File: config.mk
export PLATFORM = sky130hd
export DESIGN_NAME = fp_alu_seq
export DESIGN_NICKNAME = d
export VERILOG_FILES = /design/src/rtl/fp_alu_seq.sv
export SDC_FILE = /design/constraint.sdc
export NUM_CORES = 1
export LEC_CHECK = 0
export ABC_AREA = 1
export CORE_ASPECT_RATIO = 1.75
export CORE_MARGIN = 4
export CORE_UTILIZATION = 35
export DETAILED_ROUTE_END_ITERATION = 8
export SLEW_MARGIN = 5
export SYNTH_ARGS = -nofsm -noshare
export SYNTH_HDL_FRONTEND = slang
export SYNTH_SLANG_ARGS = --single-unit
File: constraint.sdc
create_clock -name clk -period 6.35 [get_ports clk]
set_clock_uncertainty 0.1 [all_clocks]
set_input_delay 1.27 -clock clk [delete_from_list [all_inputs] [get_ports clk]]
set_output_delay 1.27 -clock clk [all_outputs]
set_load 0.02 [all_outputs]
File: src/rtl/fp_alu_seq.sv
// fp_alu_seq: multicycle FP/bitwise ALU with shift-add multiplier and serial normaliser.
// Define FP_ALU_ROUND_NEAREST_EN for round-to-nearest-even; default build truncates.
module fp_alu_seq #(
    parameter int EXP_W = 8,
    parameter int MAN_W = 23,
    localparam int W = EXP_W + MAN_W + 1
) (
    input  logic         clk,
    input  logic         rst,
    input  logic         in_valid,
    output logic         in_ready,
    input  logic [W-1:0] a_operand,
    input  logic [W-1:0] b_operand,
    input  logic [3:0]   operation,
    output logic         out_valid,
    input  logic         out_ready,
    output logic [W-1:0] alu_output,
    output logic         exception,
    output logic         overflow,
    output logic         underflow
);
    localparam int M  = MAN_W + 1;
    localparam int SW = M + 3;
    localparam int XW = EXP_W + 2;
    localparam int CW = $clog2(M + 1);

    localparam logic [2:0] IDLE  = 3'd0;
    localparam logic [2:0] EXEC  = 3'd1;
    localparam logic [2:0] ALIGN = 3'd2;
    localparam logic [2:0] ADDS  = 3'd3;
    localparam logic [2:0] MUL   = 3'd4;
    localparam logic [2:0] NORM  = 3'd5;
    localparam logic [2:0] PACK  = 3'd6;
    localparam logic [2:0] DONE  = 3'd7;

    localparam logic [3:0] OP_MUL = 4'd1;
    localparam logic [3:0] OP_SUB = 4'd3;
    localparam logic [3:0] OP_OR  = 4'd4;
    localparam logic [3:0] OP_AND = 4'd5;
    localparam logic [3:0] OP_XOR = 4'd6;
    localparam logic [3:0] OP_SHL = 4'd7;
    localparam logic [3:0] OP_SHR = 4'd8;
    localparam logic [3:0] OP_ADD = 4'd10;
    localparam logic [3:0] OP_NOT = 4'd11;

    localparam logic signed [XW-1:0] BIAS = XW'((1 << (EXP_W - 1)) - 1);
    localparam logic signed [XW-1:0] EMAX = XW'((1 << EXP_W) - 1);

    logic [2:0]            state;
    logic [W-1:0]          a_r, b_r, res;
    logic [3:0]            op_r;
    logic                  exc, ovf, unf;
    logic                  sign_r, sub_r, zero_r;
    logic signed [XW-1:0]  exp_r;
    logic [SW-1:0]         sig_x, sig_y;
    logic [2*M-1:0]        prod;
    logic [M-1:0]          mcand;
    logic [CW-1:0]         cnt;

    logic             sa, sb, inf_in;
    logic [EXP_W-1:0] ea, eb;
    logic [M-1:0]     ma, mb;

    // exponent 0 flushes the operand to zero, hidden bit included
    assign sa     = a_r[W-1];
    assign sb     = b_r[W-1] ^ (op_r == OP_SUB);
    assign ea     = a_r[W-2:MAN_W];
    assign eb     = b_r[W-2:MAN_W];
    assign ma     = (ea == '0) ? '0 : {1'b1, a_r[MAN_W-1:0]};
    assign mb     = (eb == '0) ? '0 : {1'b1, b_r[MAN_W-1:0]};
    assign inf_in = (&ea) | (&eb);

    logic             a_big;
    logic [EXP_W-1:0] ediff, sh;
    logic [SW-1:0]    big_s, sml_s, sml_al;

    always_comb begin
        a_big  = {ea, ma} >= {eb, mb};
        ediff  = a_big ? ea - eb : eb - ea;
        sh     = (ediff > EXP_W'(M + 2)) ? EXP_W'(M + 2) : ediff;
        big_s  = {a_big ? ma : mb, 3'b000};
        sml_s  = {a_big ? mb : ma, 3'b000};
        sml_al = sml_s >> sh;
        sml_al[0] = sml_al[0] | (|(sml_s & ~({SW{1'b1}} << sh)));
    end

    logic [SW:0]          sum;
    logic [M:0]           pacc;
    logic [SW-1:0]        mul_sig;
    logic [MAN_W-1:0]     man_t;
    logic signed [XW-1:0] exp_t;

    always_comb begin
        sum = sub_r ? {1'b0, sig_x} - {1'b0, sig_y}
                    : {1'b0, sig_x} + {1'b0, sig_y};
        pacc = {1'b0, prod[2*M-1:M]} + (prod[0] ? {1'b0, mcand} : '0);
        if (prod[2*M-1])
            mul_sig = {prod[2*M-1:M-2], |prod[M-3:0]};
        else
            mul_sig = {prod[2*M-2:M-3], |prod[M-4:0]};
        man_t = sig_x[SW-2:3];
        exp_t = exp_r;
`ifdef FP_ALU_ROUND_NEAREST_EN
        if (sig_x[2] && (sig_x[3] | sig_x[1] | sig_x[0])) begin
            man_t = man_t + MAN_W'(1);
            if (&sig_x[SW-2:3])
                exp_t = exp_r + XW'(1);
        end
`endif
    end

    always_ff @(posedge clk) begin
        if (rst) begin
            state  <= IDLE;
            a_r    <= '0;
            b_r    <= '0;
            op_r   <= '0;
            res    <= '0;
            exc    <= 1'b0;
            ovf    <= 1'b0;
            unf    <= 1'b0;
            sign_r <= 1'b0;
            sub_r  <= 1'b0;
            zero_r <= 1'b0;
            exp_r  <= '0;
            sig_x  <= '0;
            sig_y  <= '0;
            prod   <= '0;
            mcand  <= '0;
            cnt    <= '0;
        end else begin
            case (state)
                IDLE: if (in_valid) begin
                    a_r    <= a_operand;
                    b_r    <= b_operand;
                    op_r   <= operation;
                    res    <= '0;
                    exc    <= 1'b0;
                    ovf    <= 1'b0;
                    unf    <= 1'b0;
                    zero_r <= 1'b0;
                    state  <= EXEC;
                end
                EXEC: begin
                    state <= DONE;
                    case (op_r)
                        OP_OR:  res <= a_r | b_r;
                        OP_AND: res <= a_r & b_r;
                        OP_XOR: res <= a_r ^ b_r;
                        OP_SHL: res <= a_r << 1;
                        OP_SHR: res <= a_r >> 1;
                        OP_NOT: res <= ~a_r;
                        OP_ADD, OP_SUB: begin
                            if (inf_in) begin
                                exc <= 1'b1;
                                res <= {sa, {EXP_W{1'b1}}, {MAN_W{1'b0}}};
                            end else begin
                                state <= ALIGN;
                            end
                        end
                        OP_MUL: begin
                            sign_r <= sa ^ sb;
                            exp_r  <= XW'(ea) + XW'(eb) - BIAS;
                            if (inf_in) begin
                                exc <= 1'b1;
                                res <= {sa ^ sb, {EXP_W{1'b1}}, {MAN_W{1'b0}}};
                            end else if (ma == '0 || mb == '0) begin
                                res <= {sa ^ sb, {(W-1){1'b0}}};
                            end else begin
                                prod  <= {{M{1'b0}}, mb};
                                mcand <= ma;
                                cnt   <= '0;
                                state <= MUL;
                            end
                        end
                        default: begin
                            exc <= 1'b1;
                            res <= '0;
                        end
                    endcase
                end
                ALIGN: begin
                    sig_x  <= big_s;
                    sig_y  <= sml_al;
                    sign_r <= a_big ? sa : sb;
                    exp_r  <= XW'(a_big ? ea : eb);
                    sub_r  <= sa ^ sb;
                    state  <= ADDS;
                end
                ADDS: begin
                    if (sum == '0) begin
                        zero_r <= 1'b1;
                        sign_r <= 1'b0;
                        state  <= PACK;
                    end else if (sum[SW]) begin
                        sig_x <= sum[SW:1] | SW'(sum[0]);
                        exp_r <= exp_r + XW'(1);
                        state <= NORM;
                    end else begin
                        sig_x <= sum[SW-1:0];
                        state <= NORM;
                    end
                end
                MUL: begin
                    prod <= {pacc, prod[M-1:1]};
                    cnt  <= cnt + CW'(1);
                    if (cnt == CW'(M - 1))
                        state <= NORM;
                end
                NORM: begin
                    if (op_r == OP_MUL) begin
                        sig_x <= mul_sig;
                        if (prod[2*M-1])
                            exp_r <= exp_r + XW'(1);
                        state <= PACK;
                    end else if (sig_x[SW-1]) begin
                        state <= PACK;
                    end else begin
                        sig_x <= sig_x << 1;
                        exp_r <= exp_r - XW'(1);
                    end
                end
                PACK: begin
                    state <= DONE;
                    if (zero_r) begin
                        res <= {sign_r, {(W-1){1'b0}}};
                    end else if (exp_t >= EMAX) begin
                        ovf <= 1'b1;
                        res <= {sign_r, {EXP_W{1'b1}}, {MAN_W{1'b0}}};
                    end else if (exp_t[XW-1] || exp_t == '0) begin
                        unf <= 1'b1;
                        res <= {sign_r, {(W-1){1'b0}}};
                    end else begin
                        res <= {sign_r, exp_t[EXP_W-1:0], man_t};
                    end
                end
                DONE: if (out_ready) state <= IDLE;
                default: state <= IDLE;
            endcase
        end
    end

    assign in_ready   = (state == IDLE);
    assign out_valid  = (state == DONE);
    assign alu_output = res;
    assign exception  = exc;
    assign overflow   = ovf;
    assign underflow  = unf;
endmodule

==> flow_summary.yaml, run 1 <==
detailed_routing:
  vias: 22900
  wl_per_cell_um: 23.0
  dr.pass1.iters: 5
  first_iter_violations: 1616
  avgViaCountPerCell: 5.59
  post-route-drc-count: 0
  wl_um: 94100
  drtAntennaViolNets: 0
sta:
  final-setup-viol-count: 0
  drv_slew: 0
  tightestPinTransition_ps: 1110
  layout_min_cycle_time_ps: 5700
  layout_worst_path_cycle_share: 0.897
  fmax_ghz: 0.176
  whs_ps: 364
  rsz0062_at_grt: "false"
  setup_tns_ps: 0
  hold_violations: 0
  relSlewSlack: 0.258
global_routing:
  grt_pass1_wl_um: 138000
  grt_max_degree: 98
  gr-usage-all-layers: 0.290
  grt_antenna_before_repair: 1
  overflow: 0
  grt_pass1_vias: 22600
place:
  dpl.cell_count: 4044
  placed_cell_area_um2: 22600
  hpwl_um: 74900
  port-buffer-count: 108
  gp_congestion: 1.06
finish:
  fillers: 6394
  syn2layout_area_growth_pct: 13.8
  register_area_um2: 5000
  multi_input_area_um2: 13400
  antennaDiodeCount: 0
  final_cell_mix: "nand2_1, inv_1, nor2_1, a21oi_1, o21ai_0"
  drive_above_1_share: 0.0509
  final_area_um2: 23500
  layout_commonest_cell: "nand2_1"
  nets: 3541
  instances_no_fill: 4092
synthesis:
  async_flop_share: 0
  synth_warnings: 0
  synth_edf_count: 0
  synth.area.mux_share: 0.000484
  synth-adder-area-share: 0.105
  synthXorXnorAreaFrac: 0.0288
  synth_compound_area_frac: 0.244
  synth_cells: 3252
  synth.ff_latch_count: 250
  synth_top_family_by_area: "simple AND/OR/NAND/NOR gates"
  seq_area_frac_synth: 0.242
  synthFlopType: "dfxtp_1"
  syn-num-nets: 3494
  synth.avg_cell_area_um2: 6.36
  syn-cell-area_um2: 20700
  synth_cell_type_count: 62
  yosys.area_share.simple: 0.270
clock_tree:
  insertion_delay_ps: 590
  cts.sinks: 250
  cts_tree: "built"
  cts_buffers: 26
  cts_resized: 0
  clk_path_buf_depth: 3
  post_cts_buffers: 0
  htreeDepth: 1
  path_clk_slew_ps: 70
  root_buffer: "clkbuf_16"
  hold_buffers: 0
worst_setup_path:
  arrival_ps: 6090
  crit_fanout: 31
  crit_path_start_kind: "flip-flop"
  reg2regPathDepth: 27
  timing.rr.start: "sig_y[0]"
  critical_path_class: "flip-flop to flip-flop"
  crit_required_ps: 6740
  r2r_slack_ps: 650
  r2r-end: "sig_x[12]"
  startpoint: "sig_y[0]"
  crit_end: "sig_x[12]"
  end_kind: "flip-flop"
outcome:
  status: "complete, no violations"
die:
  rows: 117
  initial_core_util: 0.354
  core-area_um2: 58400
  die_w_um: 192
  io_pins: 109
  die_h_um: 330
  design.die.area_um2: 63200
hold_path:
  hold_path_class: "flip-flop to flip-flop"
job:
  drv_cap: 0
==> layout make-up <==
type                    count  area share
flip-flops and latches    250       0.213
clock buffers              30      0.0296
multi-input cells        2417       0.570
inverters                 432      0.0691
well taps                 773      0.0411
clock inverters            18      0.0119
repair buffers            172      0.0661
==> routing by layer <==
layer  global-route usage  share of wire
met3               0.0340          0.048
met1                0.284           0.34
met4                0.259           0.11
met5                    0        0.00014
met2                0.525           0.50
==> cell usage after synthesis, types with 3 or more instances <==
| cell type | count | share of area |
|---|---|---|
| nand2_1 | 677 | 0.12 |
| inv_1 | 417 | 0.076 |
| nor2_1 | 310 | 0.056 |
| a21oi_1 | 306 | 0.074 |
| o21ai_0 | 275 | 0.067 |
| dfxtp_1 | 250 | 0.24 |
| nand3_1 | 191 | 0.046 |
| ha_1 | 165 | 0.10 |
| clkbuf_1 | 111 | 0.020 |
| o22ai_1 | 62 | 0.019 |
| nand4_1 | 46 | 0.014 |
| a221oi_1 | 43 | 0.018 |
| xor2_1 | 42 | 0.018 |
| nor3_1 | 38 | 0.0092 |
| a211oi_1 | 27 | 0.0098 |
| xnor2_1 | 26 | 0.011 |
| o221ai_1 | 25 | 0.011 |
| buf_2 | 20 | 0.0048 |
| o211ai_1 | 17 | 0.0062 |
| o2111ai_1 | 15 | 0.0064 |
| a31oi_1 | 14 | 0.0042 |
| a32oi_1 | 14 | 0.0059 |
| o21ai_1 | 13 | 0.0031 |
| a21o_1 | 11 | 0.0040 |
| buf_1 | 11 | 0.0020 |
| inv_2 | 11 | 0.0020 |
| nor4_1 | 11 | 0.0033 |
| o31ai_1 | 8 | 0.0029 |
| or2_2 | 8 | 0.0024 |
| o41ai_1 | 7 | 0.0030 |
| buf_4 | 6 | 0.0022 |
| nand2_2 | 6 | 0.0018 |
| buf_6 | 5 | 0.0027 |
| fa_1 | 5 | 0.0048 |
| nor2_2 | 5 | 0.0015 |
| nor3_2 | 5 | 0.0024 |
| clkinv_1 | 4 | 0.00073 |
| nand2_4 | 4 | 0.0022 |
| nand3b_1 | 4 | 0.0015 |
| nor3b_1 | 4 | 0.0015 |
| o21bai_1 | 4 | 0.0015 |
| a22oi_1 | 3 | 0.0011 |
| nor2_4 | 3 | 0.0016 |
==> cells by family after synthesis <==
group | after synthesis
fa+ha+maj | 170
mux | 1
xor+xnor | 68
compound gates | 860
simple gates | 1318
flops | 250
buf+inv | 585
==> through the flow <==
| stage | setup WS [ps] | util |
|---|---|---|
| floorplan | 1990 | - |
| global placement | 771 | 0.386 |
| detailed placement | 751 | 0.386 |
| CTS | 764 | 0.403 |
| global route | 160 | 0.403 |
| finish | 655 | 0.403 |
==> state kept, by name, summed over array words and instances, names as in the netlist, 4 cells and up <==
| register | count |
|---|---|
| mcand | 24 |
| cnt | 5 |
| op_r | 4 |
| sig_x | 27 |
| b_r | 32 |
| a_r | 32 |
| exp_r | 10 |
| alu_output | 32 |
| prod | 48 |
| sig_y | 27 |
==> critical path, cell delays in order (launching register included) <==
cell,delay (ps)
dfxtp_1,340
inv_1,60
ha_1,150
nand2_1,70
nor3_1,140
inv_1,70
nor3_1,190
nand2_1,100
nor3_1,170
nand2_1,90
nor3_1,290
a21oi_1,130
xnor2_1,450
ha_1,380
a21oi_1,270
o21ai_0,200
a21oi_1,350
o211a_1,210
nand3_1,90
nand2_2,110
buf_4,310
inv_1,400
nor2_1,190
o22ai_1,130
a211oi_1,370
nand2_1,100
nand2_1,100
nor2_1,50
==> how the worst min path moves through the flow <==
stage / startpoint / end / slack [ps] / cells past startpoint
2_1_floorplan: mcand[23] / mcand[23] / 340 / 2
3_3_place_gp: mcand[23] / mcand[23] / 350 / 2
3_5_place_dp: alu_output[0] / alu_output[0] / 360 / 2
4_1_cts: alu_output[5] / alu_output[5] / 370 / 2
5_1_grt: alu_output[10] / alu_output[10] / 390 / 2
6_report: alu_output[5] / alu_output[5] / 360 / 2
Power of run 1 is not shown: default switching activity piles up to over one toggle a cycle in this logic, so the estimate is an artifact.
==> inputs of run 2 (changes only) <==
CELL_PAD_IN_SITES_DETAIL_PLACEMENT = 1   (was unset)
CELL_PAD_IN_SITES_GLOBAL_PLACEMENT = 1   (was unset)
CTS_CLUSTER_SIZE = 10   (was unset)
PLACE_DENSITY_LB_ADDON = 0.25   (was unset)
==> flow_summary.yaml, run 2 (synthesis results as in run 1) <==
worst_setup_path:
  critPathMaxStageDelay_ps: 460
  crit_path_start_kind: "flip-flop"
  critical_path_class: "flip-flop to flip-flop"
  r2r-end: "sig_x[8]"
  crit_fanout: 28
  end_kind: "flip-flop"
  reg2regPathDepth: 32
  timing.rr.start: "sig_y[1]"
  r2r_slack_ps: 730
  crit_required_ps: 6780
  arrival_ps: 6040
  cpMostUsedCell: "nand2_1"
  slowest_stage: "nand2_2"
sta:
  hold_violations: 0
  drv_slew: 0
  final-setup-viol-count: 0
  whs_ps: 372
  finalWorstSetupSlack_ps: 734
  setup_tns_ps: 0
  layout_worst_path_cycle_share: 0.884
  fmax_ghz: 0.178
  relSlewSlack: 0.209
  tightestPinTransition_ps: 1170
  layout_min_cycle_time_ps: 5620
  rsz0062_at_grt: "true"
detailed_routing:
  dr.max_layer_used: "met4"
  wl_um: 105000
  wl_per_cell_um: 25.5
  routed-wl-met2_um: 52700
  avgViaCountPerCell: 5.72
  dr.pass1.iters: 5
  met3_wirelength_um: 3900
  drtAntennaViolNets: 0
  post-route-drc-count: 0
  first_iter_violations: 1349
  vias: 23600
  wl_met1_um: 37600
finish:
  nets: 3589
  syn2layout_area_growth_pct: 15.0
  largest_reg_flops: 48
  final_area_um2: 23800
  layout_commonest_cell: "nand2_1"
  top_register: "prod"
  final_cell_mix: "nand2_1, inv_1, a21oi_1"
  drive_above_1_share: 0.0611
die:
  die_w_um: 192
  rows: 117
  initial_core_util: 0.354
  die_h_um: 330
  io_pins: 109
  design.die.area_um2: 63200
  core-area_um2: 58400
clock_tree:
  cts.sinks: 250
  clk_path_buf_depth: 3
  post_cts_buffers: 0
  cts_buffers: 30
  path_clk_slew_ps: 60
  insertion_delay_ps: 630
  htreeDepth: 1
  root_buffer: "clkbuf_16"
  cts_tree: "built"
hold_path:
  whs_endpoint: "alu_output[11]"
  hold_start: "alu_output[11]"
  hold_path_class: "flip-flop to flip-flop"
  holdPathStages: 2
global_routing:
  grt_max_degree: 91
  grt_pass1_vias: 24700
  overflow: 0
  grt_antenna_before_repair: 0
  gr-usage-all-layers: 0.324
  grt_pass1_wl_um: 155000
place:
  port-buffer-count: 108
  hpwl_um: 84700
  placed_cell_area_um2: 22900
  gp_congestion: 0.974
  pre_cts_slack_ps: 639
outcome:
  status: "complete, no violations"
job:
  drv_cap: 0
[run 2: cell types whose count changed in the layout (fill, tap and decap cells not counted), moves of 2 or more]
cell,change
buf_4,+42
bufinv_16,-6
clkbuf_1,+4
clkbuf_16,+4
clkinvlp_4,-3
buf_12,+2
clkinv_4,-2
inv_6,-2
[run 2: layer usage]
metal | global-route usage | vias to the layer above
li1 | - | 11100
met1 | 0.333 | 11500
met2 | 0.581 | 699
met3 | 0.0336 | 298
met4 | 0.274 | 0
met5 | 0 | -
[run 2: how the worst max path moves through the flow]
stage	depth (start not counted)	to	slack [ps]	startpoint
6_report	32	sig_x[8]	730	sig_y[1]
5_1_grt	30	sig_x[19]	-20	sig_y[0]
4_1_cts	29	sig_x[10]	620	sig_y[1]
3_5_place_dp	29	sig_x[10]	640	sig_y[1]
3_3_place_gp	27	sig_x[11]	810	sig_y[0]
2_1_floorplan	32	sig_x[1]	1990	sig_y[0]
[run 2: through the flow]
stage | utilization | std cells
after global routing | 0.407 | 4130
after CTS | 0.407 | 4130
after detailed placement | 0.392 | 4088
final | 0.407 | 4131
after global placement | 0.392 | 4088
after floorplan | - | 3252
[run 2: area by class of cell]
cell class,count,area (um2)
inverter,432,1630
clock inverter,4,31.3
sequential,250,5000
antenna,1,2.50
timing repair buffer,216,1910
clock buffer,38,811
multi-input combinational,2417,13400
fill,7674,34600
tap,773,967
[run 2: timing repair]
item / CTS / global route
hold buffers: 0 / 0
endpoints found under the hold margin: 0 / 0
resized for setup: 0 / 1
setup endpoints to repair: 0 / 4
[run 2: critical path: cells and delay by family (launching register included)]
family                   cells  cell delay [ps]
XOR/XNOR                     1              210
AO/OA/AOI/OAI                2              510
AND/OR/NAND/NOR             22             3330
buffers and inverters        5              390
adder cells (fa/ha/maj)      2              580
flip-flops                   1              340
Power of run 2 is left out for the same reason.
==> inputs of run 3 (changes only) <==
CORE_UTILIZATION = 40   (was 35)
==> flow_summary.yaml, run 3 (synthesis results as in run 1) <==
sta:
  rsz0062_at_grt: "false"
  layout_worst_path_cycle_share: 0.895
  layout_min_cycle_time_ps: 5680
  final-setup-viol-count: 0
  setup_tns_ps: 0
  relSlewSlack: 0.0558
  drv_slew: 0
  hold_violations: 0
  tightestPinTransition_ps: 1400
  fmax_ghz: 0.176
detailed_routing:
  wl_met1_um: 35900
  first_iter_violations: 1674
  met3_wirelength_um: 5500
  avgViaCountPerCell: 6.09
  vias: 24400
  dr.max_layer_used: "met5"
  wl_um: 107000
  dr.pass1.iters: 6
  routed-wl-met2_um: 54000
  drtAntennaViolNets: 0
  wl_per_cell_um: 26.9
  post-route-drc-count: 0
global_routing:
  grt_antenna_before_repair: 2
  grt_pass1_wl_um: 158000
  grt_pass1_vias: 25700
  grt_max_degree: 81
  overflow: 0
  gr-usage-all-layers: 0.371
worst_setup_path:
  r2r-end: "sig_x[4]"
  reg2regPathDepth: 28
  slowest_stage: "xor2_1"
  critical_path_class: "flip-flop to flip-flop"
  critPathMaxStageDelay_ps: 390
  r2r_slack_ps: 670
  crit_fanout: 28
  cpMostUsedCell: "nand2_1"
  timing.rr.start: "sig_y[0]"
  crit_path_start_kind: "flip-flop"
  end_kind: "flip-flop"
  crit_required_ps: 6730
  arrival_ps: 6070
hold_path:
  whs_endpoint: "alu_output[14]"
  hold_path_class: "flip-flop to flip-flop"
  holdPathStages: 2
  hold_start: "alu_output[14]"
clock_tree:
  root_buffer: "clkbuf_16"
  cts.sinks: 250
  clk_path_buf_depth: 3
  cts_tree: "built"
  htreeDepth: 1
  cts_buffers: 30
  insertion_delay_ps: 590
  path_clk_slew_ps: 60
finish:
  drive_above_1_share: 0.0517
  layout_commonest_cell: "nand2_1"
  nets: 3557
  final_cell_mix: "nand2_1, inv_1, nor2_1, a21oi_1, o21ai_0"
  syn2layout_area_growth_pct: 13.3
  largest_reg_flops: 48
  fillers: 6801
  top_register: "prod"
job:
  drv_cap: 0
place:
  port-buffer-count: 108
  hpwl_um: 84700
  gp_congestion: 1.04
die:
  design.die.area_um2: 55500
  die_h_um: 309
  rows: 110
  die_w_um: 180
  io_pins: 109
  initial_core_util: 0.403
  core-area_um2: 51300
outcome:
  status: "complete, no violations"
-- run 3: final cells by class --
cell class,instances,area (um2),share of cell area
multi-input combinational,2417,13400,0.573
sequential,250,5000,0.214
timing repair buffer,184,1640,0.0702
inverter,432,1630,0.0696
clock buffer,41,843,0.0360
tap,672,841,0.0359
clock inverter,2,35.0,0.00150
antenna,1,2.50,0.000107
-- run 3: metrics by stage --
| step | hold WS [ps] | area (um2) | util | std cells | worst slack (ps) |
|---|---|---|---|---|---|
| floorplan | 341 | 20700 | - | 3252 | 1990 |
| global placement | 352 | 22500 | 0.439 | 3954 | 443 |
| detailed placement | 355 | 22500 | 0.439 | 3954 | 403 |
| CTS | 364 | 23400 | 0.456 | 3997 | 363 |
| global route | 382 | 23400 | 0.456 | 3998 | 91.8 |
| finish | 365 | 23400 | 0.456 | 3999 | 665 |
-- run 3: worst max-delay path by stage --
stage | endpoint | depth (start not counted) | slack [ps] | from
after floorplan | sig_x[1] | 32 | 1990 | sig_y[0]
after global placement | sig_x[23] | 29 | 440 | sig_y[0]
after detailed placement | sig_x[23] | 29 | 400 | sig_y[0]
after CTS | sig_x[23] | 29 | 360 | sig_y[0]
after global routing | exp_r[6] | 28 | 90 | sig_y[0]
final | sig_x[4] | 28 | 670 | sig_y[0]
-- run 3: repair_timing --
action,in CTS,in global routing
hold buffers,0,0
endpoints found under the setup margin,0,29
resized for setup,0,4
buffers inserted,0,0
-- run 3: routing by layer --
layer  track usage  vias up
met4         0.340        4
met2         0.682     1036
met1         0.355    11800
li1              -    11100
met5             0        -
met3        0.0536      454
-- run 3: critical path: cells and delay by family (launching register included) --
family	cells	cell delay, ps
compound gates	4	1140
xor+xnor	2	550
fa+ha+maj	2	510
buf+inv	4	350
flops	1	340
simple gates	16	2620
Power of run 3 is left out for the same reason.
